$ cat src/rtl/mem_access_unit_if.sv
// External memory bus between mem_access_unit (master) and the memory (slave).
// Valid/ready request channel, then an rvalid read-return strobe.
interface mem_access_unit_if;
  logic        bus_valid;
  logic        bus_write;
  logic [31:0] bus_addr;
  logic [31:0] bus_wdata;
  logic [3:0]  bus_be;
  logic        bus_ready;
  logic        bus_rvalid;
  logic [31:0] bus_rdata;

  modport master (
    output bus_valid, bus_write, bus_addr, bus_wdata, bus_be,
    input  bus_ready, bus_rvalid, bus_rdata
  );

  modport slave (
    input  bus_valid, bus_write, bus_addr, bus_wdata, bus_be,
    output bus_ready, bus_rvalid, bus_rdata
  );
endinterface

$ cat src/rtl/mem_access_unit.sv
// Load/store bridge from the core data port to a wait-stated memory bus, with timeout.
// Optional MEM_MISALIGN_TRAP_EN: misaligned word accesses fault without touching the bus.
module mem_access_unit #(
  parameter int TIMEOUT_CYCLES = 64
) (
  input  logic              clk,
  input  logic              rst_n,
  input  logic              req_read_i,
  input  logic              req_write_i,
  input  logic              req_byte_i,
  input  logic [31:0]       addr_i,
  input  logic [31:0]       write_data_i,
  output logic [31:0]       read_data_o,
  output logic              stall_o,
  output logic              fault_o,
  mem_access_unit_if.master bus
);

  localparam int CNT_W = $clog2(TIMEOUT_CYCLES);
  localparam logic [CNT_W-1:0] CNT_LAST = CNT_W'(TIMEOUT_CYCLES - 1);

  typedef enum logic [1:0] {IDLE, REQ, RESP, DONE} state_e;

  state_e           state_q, state_d;
  logic [CNT_W-1:0] cnt_q, cnt_d;
  logic             write_q, write_d;
  logic             byte_q, byte_d;
  logic [1:0]       lane_q, lane_d;
  logic [29:0]      addr_q, addr_d;
  logic [31:0]      wdata_q, wdata_d;
  logic [3:0]       be_q, be_d;
  logic [31:0]      read_data_q, read_data_d;
  logic             fault_q, fault_d;

  logic        req;
  logic        misalign;
  logic [7:0]  lane_byte [4];
  logic [31:0] load_data;

  assign req = req_read_i | req_write_i;

`ifdef MEM_MISALIGN_TRAP_EN
  assign misalign = ~req_byte_i & (addr_i[1:0] != 2'b00);
`else
  assign misalign = 1'b0;
`endif

  generate
    for (genvar gi = 0; gi < 4; gi++) begin : g_lane
      assign lane_byte[gi] = bus.bus_rdata[8*gi +: 8];
    end
  endgenerate

  assign load_data = byte_q ? {24'h0, lane_byte[lane_q]} : bus.bus_rdata;

  always_comb begin
    state_d     = state_q;
    cnt_d       = cnt_q;
    write_d     = write_q;
    byte_d      = byte_q;
    lane_d      = lane_q;
    addr_d      = addr_q;
    wdata_d     = wdata_q;
    be_d        = be_q;
    read_data_d = read_data_q;
    fault_d     = 1'b0;

    case (state_q)
      IDLE: begin
        if (req) begin
          if (misalign) begin
            state_d = DONE;
            fault_d = 1'b1;
          end else begin
            write_d = req_write_i;
            byte_d  = req_byte_i;
            lane_d  = addr_i[1:0];
            addr_d  = addr_i[31:2];
            wdata_d = req_byte_i ? {4{write_data_i[7:0]}} : write_data_i;
            be_d    = req_byte_i ? (4'b0001 << addr_i[1:0]) : 4'hF;
            cnt_d   = '0;
            state_d = REQ;
          end
        end
      end
      REQ: begin
        // A handshake in the final counted cycle takes priority over the abort.
        if (bus.bus_ready) begin
          cnt_d   = '0;
          state_d = write_q ? DONE : RESP;
        end else if (cnt_q == CNT_LAST) begin
          state_d = DONE;
          fault_d = 1'b1;
          if (!write_q) read_data_d = '0;
        end else begin
          cnt_d = cnt_q + 1'b1;
        end
      end
      RESP: begin
        if (bus.bus_rvalid) begin
          read_data_d = load_data;
          state_d     = DONE;
        end else if (cnt_q == CNT_LAST) begin
          state_d     = DONE;
          fault_d     = 1'b1;
          read_data_d = '0;
        end else begin
          cnt_d = cnt_q + 1'b1;
        end
      end
      DONE: state_d = IDLE;
      default: state_d = IDLE;
    endcase
  end

  always_ff @(posedge clk or negedge rst_n) begin
    if (!rst_n) begin
      state_q     <= IDLE;
      cnt_q       <= '0;
      write_q     <= 1'b0;
      byte_q      <= 1'b0;
      lane_q      <= 2'b00;
      addr_q      <= '0;
      wdata_q     <= '0;
      be_q        <= 4'h0;
      read_data_q <= '0;
      fault_q     <= 1'b0;
    end else begin
      state_q     <= state_d;
      cnt_q       <= cnt_d;
      write_q     <= write_d;
      byte_q      <= byte_d;
      lane_q      <= lane_d;
      addr_q      <= addr_d;
      wdata_q     <= wdata_d;
      be_q        <= be_d;
      read_data_q <= read_data_d;
      fault_q     <= fault_d;
    end
  end

  assign bus.bus_valid = (state_q == REQ);
  assign bus.bus_write = write_q;
  assign bus.bus_addr  = {addr_q, 2'b00};
  assign bus.bus_wdata = wdata_q;
  assign bus.bus_be    = be_q;

  // The core is not running under reset, so never hold it stalled then.
  assign stall_o     = rst_n & req & (state_q != DONE);
  assign fault_o     = fault_q;
  assign read_data_o = read_data_q;

endmodule

$ cat src/flat_wrapper.sv
// flat-port wrapper written by rule: the top's interface ports become plain ports
module mem_access_unit_flat 
#(
  parameter int TIMEOUT_CYCLES = 64
)
  (clk, rst_n, req_read_i, req_write_i, req_byte_i, addr_i, write_data_i, read_data_o, stall_o, fault_o, bus_bus_valid, bus_bus_write, bus_bus_addr, bus_bus_wdata, bus_bus_be, bus_bus_ready, bus_bus_rvalid, bus_bus_rdata);
  mem_access_unit_if bus_i ();
  input  logic clk;
  input  logic rst_n;
  input  logic req_read_i;
  input  logic req_write_i;
  input  logic req_byte_i;
  input  logic [31:0] addr_i;
  input  logic [31:0] write_data_i;
  output logic [31:0] read_data_o;
  output logic stall_o;
  output logic fault_o;
  output wire logic [$bits(bus_i.bus_valid)-1:0] bus_bus_valid;
  output wire logic [$bits(bus_i.bus_write)-1:0] bus_bus_write;
  output wire logic [$bits(bus_i.bus_addr)-1:0] bus_bus_addr;
  output wire logic [$bits(bus_i.bus_wdata)-1:0] bus_bus_wdata;
  output wire logic [$bits(bus_i.bus_be)-1:0] bus_bus_be;
  input wire logic [$bits(bus_i.bus_ready)-1:0] bus_bus_ready;
  input wire logic [$bits(bus_i.bus_rvalid)-1:0] bus_bus_rvalid;
  input wire logic [$bits(bus_i.bus_rdata)-1:0] bus_bus_rdata;
  assign bus_bus_valid = bus_i.bus_valid;
  assign bus_bus_write = bus_i.bus_write;
  assign bus_bus_addr = bus_i.bus_addr;
  assign bus_bus_wdata = bus_i.bus_wdata;
  assign bus_bus_be = bus_i.bus_be;
  assign bus_i.bus_ready = bus_bus_ready;
  assign bus_i.bus_rvalid = bus_bus_rvalid;
  assign bus_i.bus_rdata = bus_bus_rdata;
  mem_access_unit #(.TIMEOUT_CYCLES(TIMEOUT_CYCLES)) u_core (.clk(clk), .rst_n(rst_n), .req_read_i(req_read_i), .req_write_i(req_write_i), .req_byte_i(req_byte_i), .addr_i(addr_i), .write_data_i(write_data_i), .read_data_o(read_data_o), .stall_o(stall_o), .fault_o(fault_o), .bus(bus_i));
endmodule
$ cat config.mk
export PLATFORM = sky130hd
export DESIGN_NAME = mem_access_unit_flat
export DESIGN_NICKNAME = d
export VERILOG_FILES = /design/src/rtl/mem_access_unit_if.sv /design/src/rtl/mem_access_unit.sv /design/src/flat_wrapper.sv
export SDC_FILE = /design/constraint.sdc
export NUM_CORES = 1
export LEC_CHECK = 0
export CAP_MARGIN = 20
export CORE_MARGIN = 3
export CORE_UTILIZATION = 39
export DETAILED_ROUTE_END_ITERATION = 8
export PLACE_DENSITY_LB_ADDON = 0.3
export SYNTH_ARGS = -nofsm -noshare
export SYNTH_HDL_FRONTEND = slang
export SYNTH_SLANG_ARGS = --single-unit
$ cat constraint.sdc
create_clock -name clk -period 2 [get_ports clk]
set_input_delay 0.4 -clock clk [delete_from_list [all_inputs] [get_ports clk]]
set_output_delay 0.4 -clock clk [all_outputs]
set_load 0.02 [all_outputs]
==> results.sh <==
export IMPL_post_route_drc_count=0
export IMPL_num_vias=4405
export IMPL_dieHeight_um=120.4
export IMPL_fin_skew_ns=0.004192
export IMPL_yosysSeqAreaShare_pct=54.39
export IMPL_grt_max_degree=112
export IMPL_cts_setup_buffers=0
export IMPL_maxCapViolCount=0
export IMPL_yosys_warnings=0
export IMPL_synth_cell_types=39
export IMPL_critical_path_cell_chain="inv_1 > ha_2 > dlygate4sd2_1"
export IMPL_cp_slowest_cell="dfrtp_2"
export IMPL_static_leakage_power_nw=3.530
export IMPL_fmax_mhz=526.5
export IMPL_clk_pin_slew_ns=0.07
export IMPL_finalHoldViolations=0
export IMPL_seq_area_mm2=0.002779
export IMPL_core_mm2=0.01272
export IMPL_cp_start_kind="flip-flop"
export IMPL_multi_input_area_mm2=0.002093
export IMPL_grt_first_pass_wirelength_um=23100
export IMPL_slew_headroom_pct=58.78
export IMPL_r2r_setup_slack_ns=0.14
export IMPL_dieArea_mm2=0.01450
export IMPL_synth_area_per_cell_um2=9.637
export IMPL_io_buffers=204
export IMPL_status="completed"
export IMPL_synth_ff_type="dfrtp_1"
export IMPL_overflow=0
export IMPL_drive_gt1_share_pct=7.412
export IMPL_hold_slack_ns=0.1282
export IMPL_first_global_vias=4581
export IMPL_ant_nets=0
export IMPL_worstSetupPathType="reg -> out"
export IMPL_end_kind="primary output"
export IMPL_slew_violations=0
export IMPL_async_reset_ff_share_pct=100.0
export IMPL_firstDrtPassIters=5
export IMPL_synth_edf_count=0
export IMPL_place_hpwl_um=10440
export IMPL_cts_num_sinks=111
export IMPL_fin_crit_sh_pct=94.96
export IMPL_first_iter_violations=295
export IMPL_rsz0062_at_grt="false"
export IMPL_power_density_mw_per_mm2=1498
export IMPL_ys_seq_elements=111
export IMPL_start_util_pct=40.15
export IMPL_peakVddDrop_uv=800.1
export IMPL_n_antenna_cell=0
export IMPL_cts_path_max_buffers=2
export IMPL_cts_buffers=9
export IMPL_path_max_fanout=6
export IMPL_root_buffer="clkbuf_16"
export IMPL_tightest_slew_ns=0.6183
export IMPL_cp_slowest_stage_delay_ns=0.45
export IMPL_wl_um=14250
export IMPL_hp_class="in -> async"
export IMPL_fillers=1102
export IMPL_wl_per_cell_um=15.59
export IMPL_utilization_pct=61.76
export IMPL_die_w_um=120.4
export IMPL_fin_nets=847
export IMPL_setup_viol=0
export IMPL_area_growth_syn_to_layout_pct=53.85
export IMPL_ios=207
export IMPL_fin_crit_ns=1.899
export IMPL_worst_ep_required_time_ns=1.60
export IMPL_cts_resized=2
export IMPL_place_worst_setup_slack_ns=-0.1954
export IMPL_fin_ws_ns=0.1008
export IMPL_grtUsageTotal_pct=19.85
export IMPL_rows=41
export IMPL_cts_tree="done"
export IMPL_synth_area_mm2=0.005107
export IMPL_viasPerCell=4.819
export IMPL_holdBufCountCts=0
export IMPL_htree_levels=3
export IMPL_place_gp_congestion=0.8321
export IMPL_synth_cells=530
export IMPL_worst_skew_pair_late_latency_ns=0.35
export IMPL_antenna_found_initial=0
export IMPL_crit_arrival_ns=1.50
worst paths after layout:
path	start	endpoint	cells after the start
max	u_core.state_q[1]	bus_bus_valid	3
min	rst_n	u_core.bus.bus_write	2
max reg2reg	u_core.state_q[0]	u_core.read_data_o[4]	7
min reg2reg	u_core.addr_q[29]	u_core.addr_q[29]	2
max in group asynchronous	rst_n	u_core.bus.bus_wdata[1]	2
min in group clk	req_byte_i	u_core.byte_q	3
per-stage QoR:
stage / power, mW / area, um^2 / std cells / TNS, ns
3_5_place_dp: 9.790 / 7508 / 898 / -0.8163
4_1_cts: 11.90 / 7851 / 914 / 0
3_3_place_gp: 9.654 / 7508 / 898 / -0.1412
2_1_floorplan: 6.781 / 5119 / 531 / 0
6_report: 11.77 / 7858 / 914 / 0
5_1_grt: 12.53 / 7858 / 914 / 0
registers in the layout, indices dropped and copies added (netlist names):
| name | flops |
|---|---|
| u_core.read_data_o | 32 |
| u_core.addr_q | 30 |
| u_core.lane_q | 2 |
| u_core.bus.bus_wdata | 32 |
| u_core.fault_o | 1 |
| u_core.bus.bus_be | 4 |
| u_core.bus.bus_write | 1 |
| u_core.byte_q | 1 |
| u_core.state_q | 2 |
| u_core.cnt_q | 6 |
worst max-delay path: cells and delay by family, from the launching register on:
family	cells	cell delay, ns
adder cells (fa/ha/maj)	1	0.24
buffers and inverters	2	0.47
flip-flops	1	0.45
report_power, final:
part           internal, mW  switching (mW)
combinational          2.73            3.12
sequential             3.24           0.628
clock                  1.23           0.830
per-layer routing:
| metal | up-vias | GRT usage (%) | share of wire [%] |
|---|---|---|---|
| li1 | 2149 | - | - |
| met1 | 2069 | 25.71 | 42 |
| met2 | 173 | 31.16 | 47 |
| met3 | 14 | 7.156 | 9.2 |
| met4 | 0 | 6.374 | 1.5 |
| met5 | - | 0 | 0 |
area by class of cell:
cell class / instances / area share [%]
well taps: 172 / 2.739
repair buffers: 226 / 29.19
clock buffers: 9 / 2.866
multi-input cells: 354 / 26.64
clock inverters: 7 / 1.529
inverters: 35 / 1.672
flip-flops and latches: 111 / 35.37
cells by family (layout without fill, tap and decap cells):
logic type | count (synthesis) | after routing | synth area share [%]
buffers and inverters | 66 | 277 | 5.390
flip-flops | 111 | 111 | 54.39
other | 1 | 2 | 0.07342
adder cells (fa/ha/maj) | 7 | 7 | 1.715
multiplexers | 57 | 57 | 11.39
AO/OA/AOI/OAI | 83 | 83 | 10.73
AND/OR/NAND/NOR | 205 | 205 | 16.32
placed cells by master (no fill, tap or decap), types with 3 or more instances in the layout:
| cell | count |
|---|---|
| clkdlybuf4s50_1 | 200 |
| inv_1 | 35 |
| o21a_1 | 3 |
| a311oi_1 | 8 |
| nand2_1 | 176 |
| nor2_1 | 6 |
| mux2_2 | 3 |
| dfrtp_1 | 110 |
| buf_4 | 15 |
| a31oi_1 | 4 |
| a211oi_1 | 8 |
| clkbuf_16 | 9 |
| buf_12 | 8 |
| o21ai_0 | 35 |
| nor2b_1 | 12 |
| mux2_1 | 6 |
| a21oi_1 | 9 |
| bufinv_16 | 3 |
| ha_1 | 6 |
| nand2b_1 | 4 |
| mux2i_1 | 48 |
| a21o_1 | 3 |
Yosys cell counts (2+ instances only):
cell type,instances,area share [%]
a211oi_1,8,1.2
a21o_1,3,0.44
a21oi_1,10,0.98
a311oi_1,8,1.4
a31o_2,2,0.34
a31oi_1,4,0.49
a41oi_1,2,0.34
buf_1,2,0.15
buf_2,4,0.39
buf_4,4,0.59
clkbuf_1,20,1.5
dfrtp_1,111,54
ha_1,7,1.7
inv_1,35,2.6
mux2_1,6,1.3
mux2_2,3,0.66
mux2i_1,48,9.4
nand2_1,176,13
nand2b_1,4,0.49
nor2_1,6,0.44
nor2b_1,13,1.6
o21a_1,3,0.44
o21ai_0,35,3.4
No activity file was read; power rests on OpenSTA's default activity.
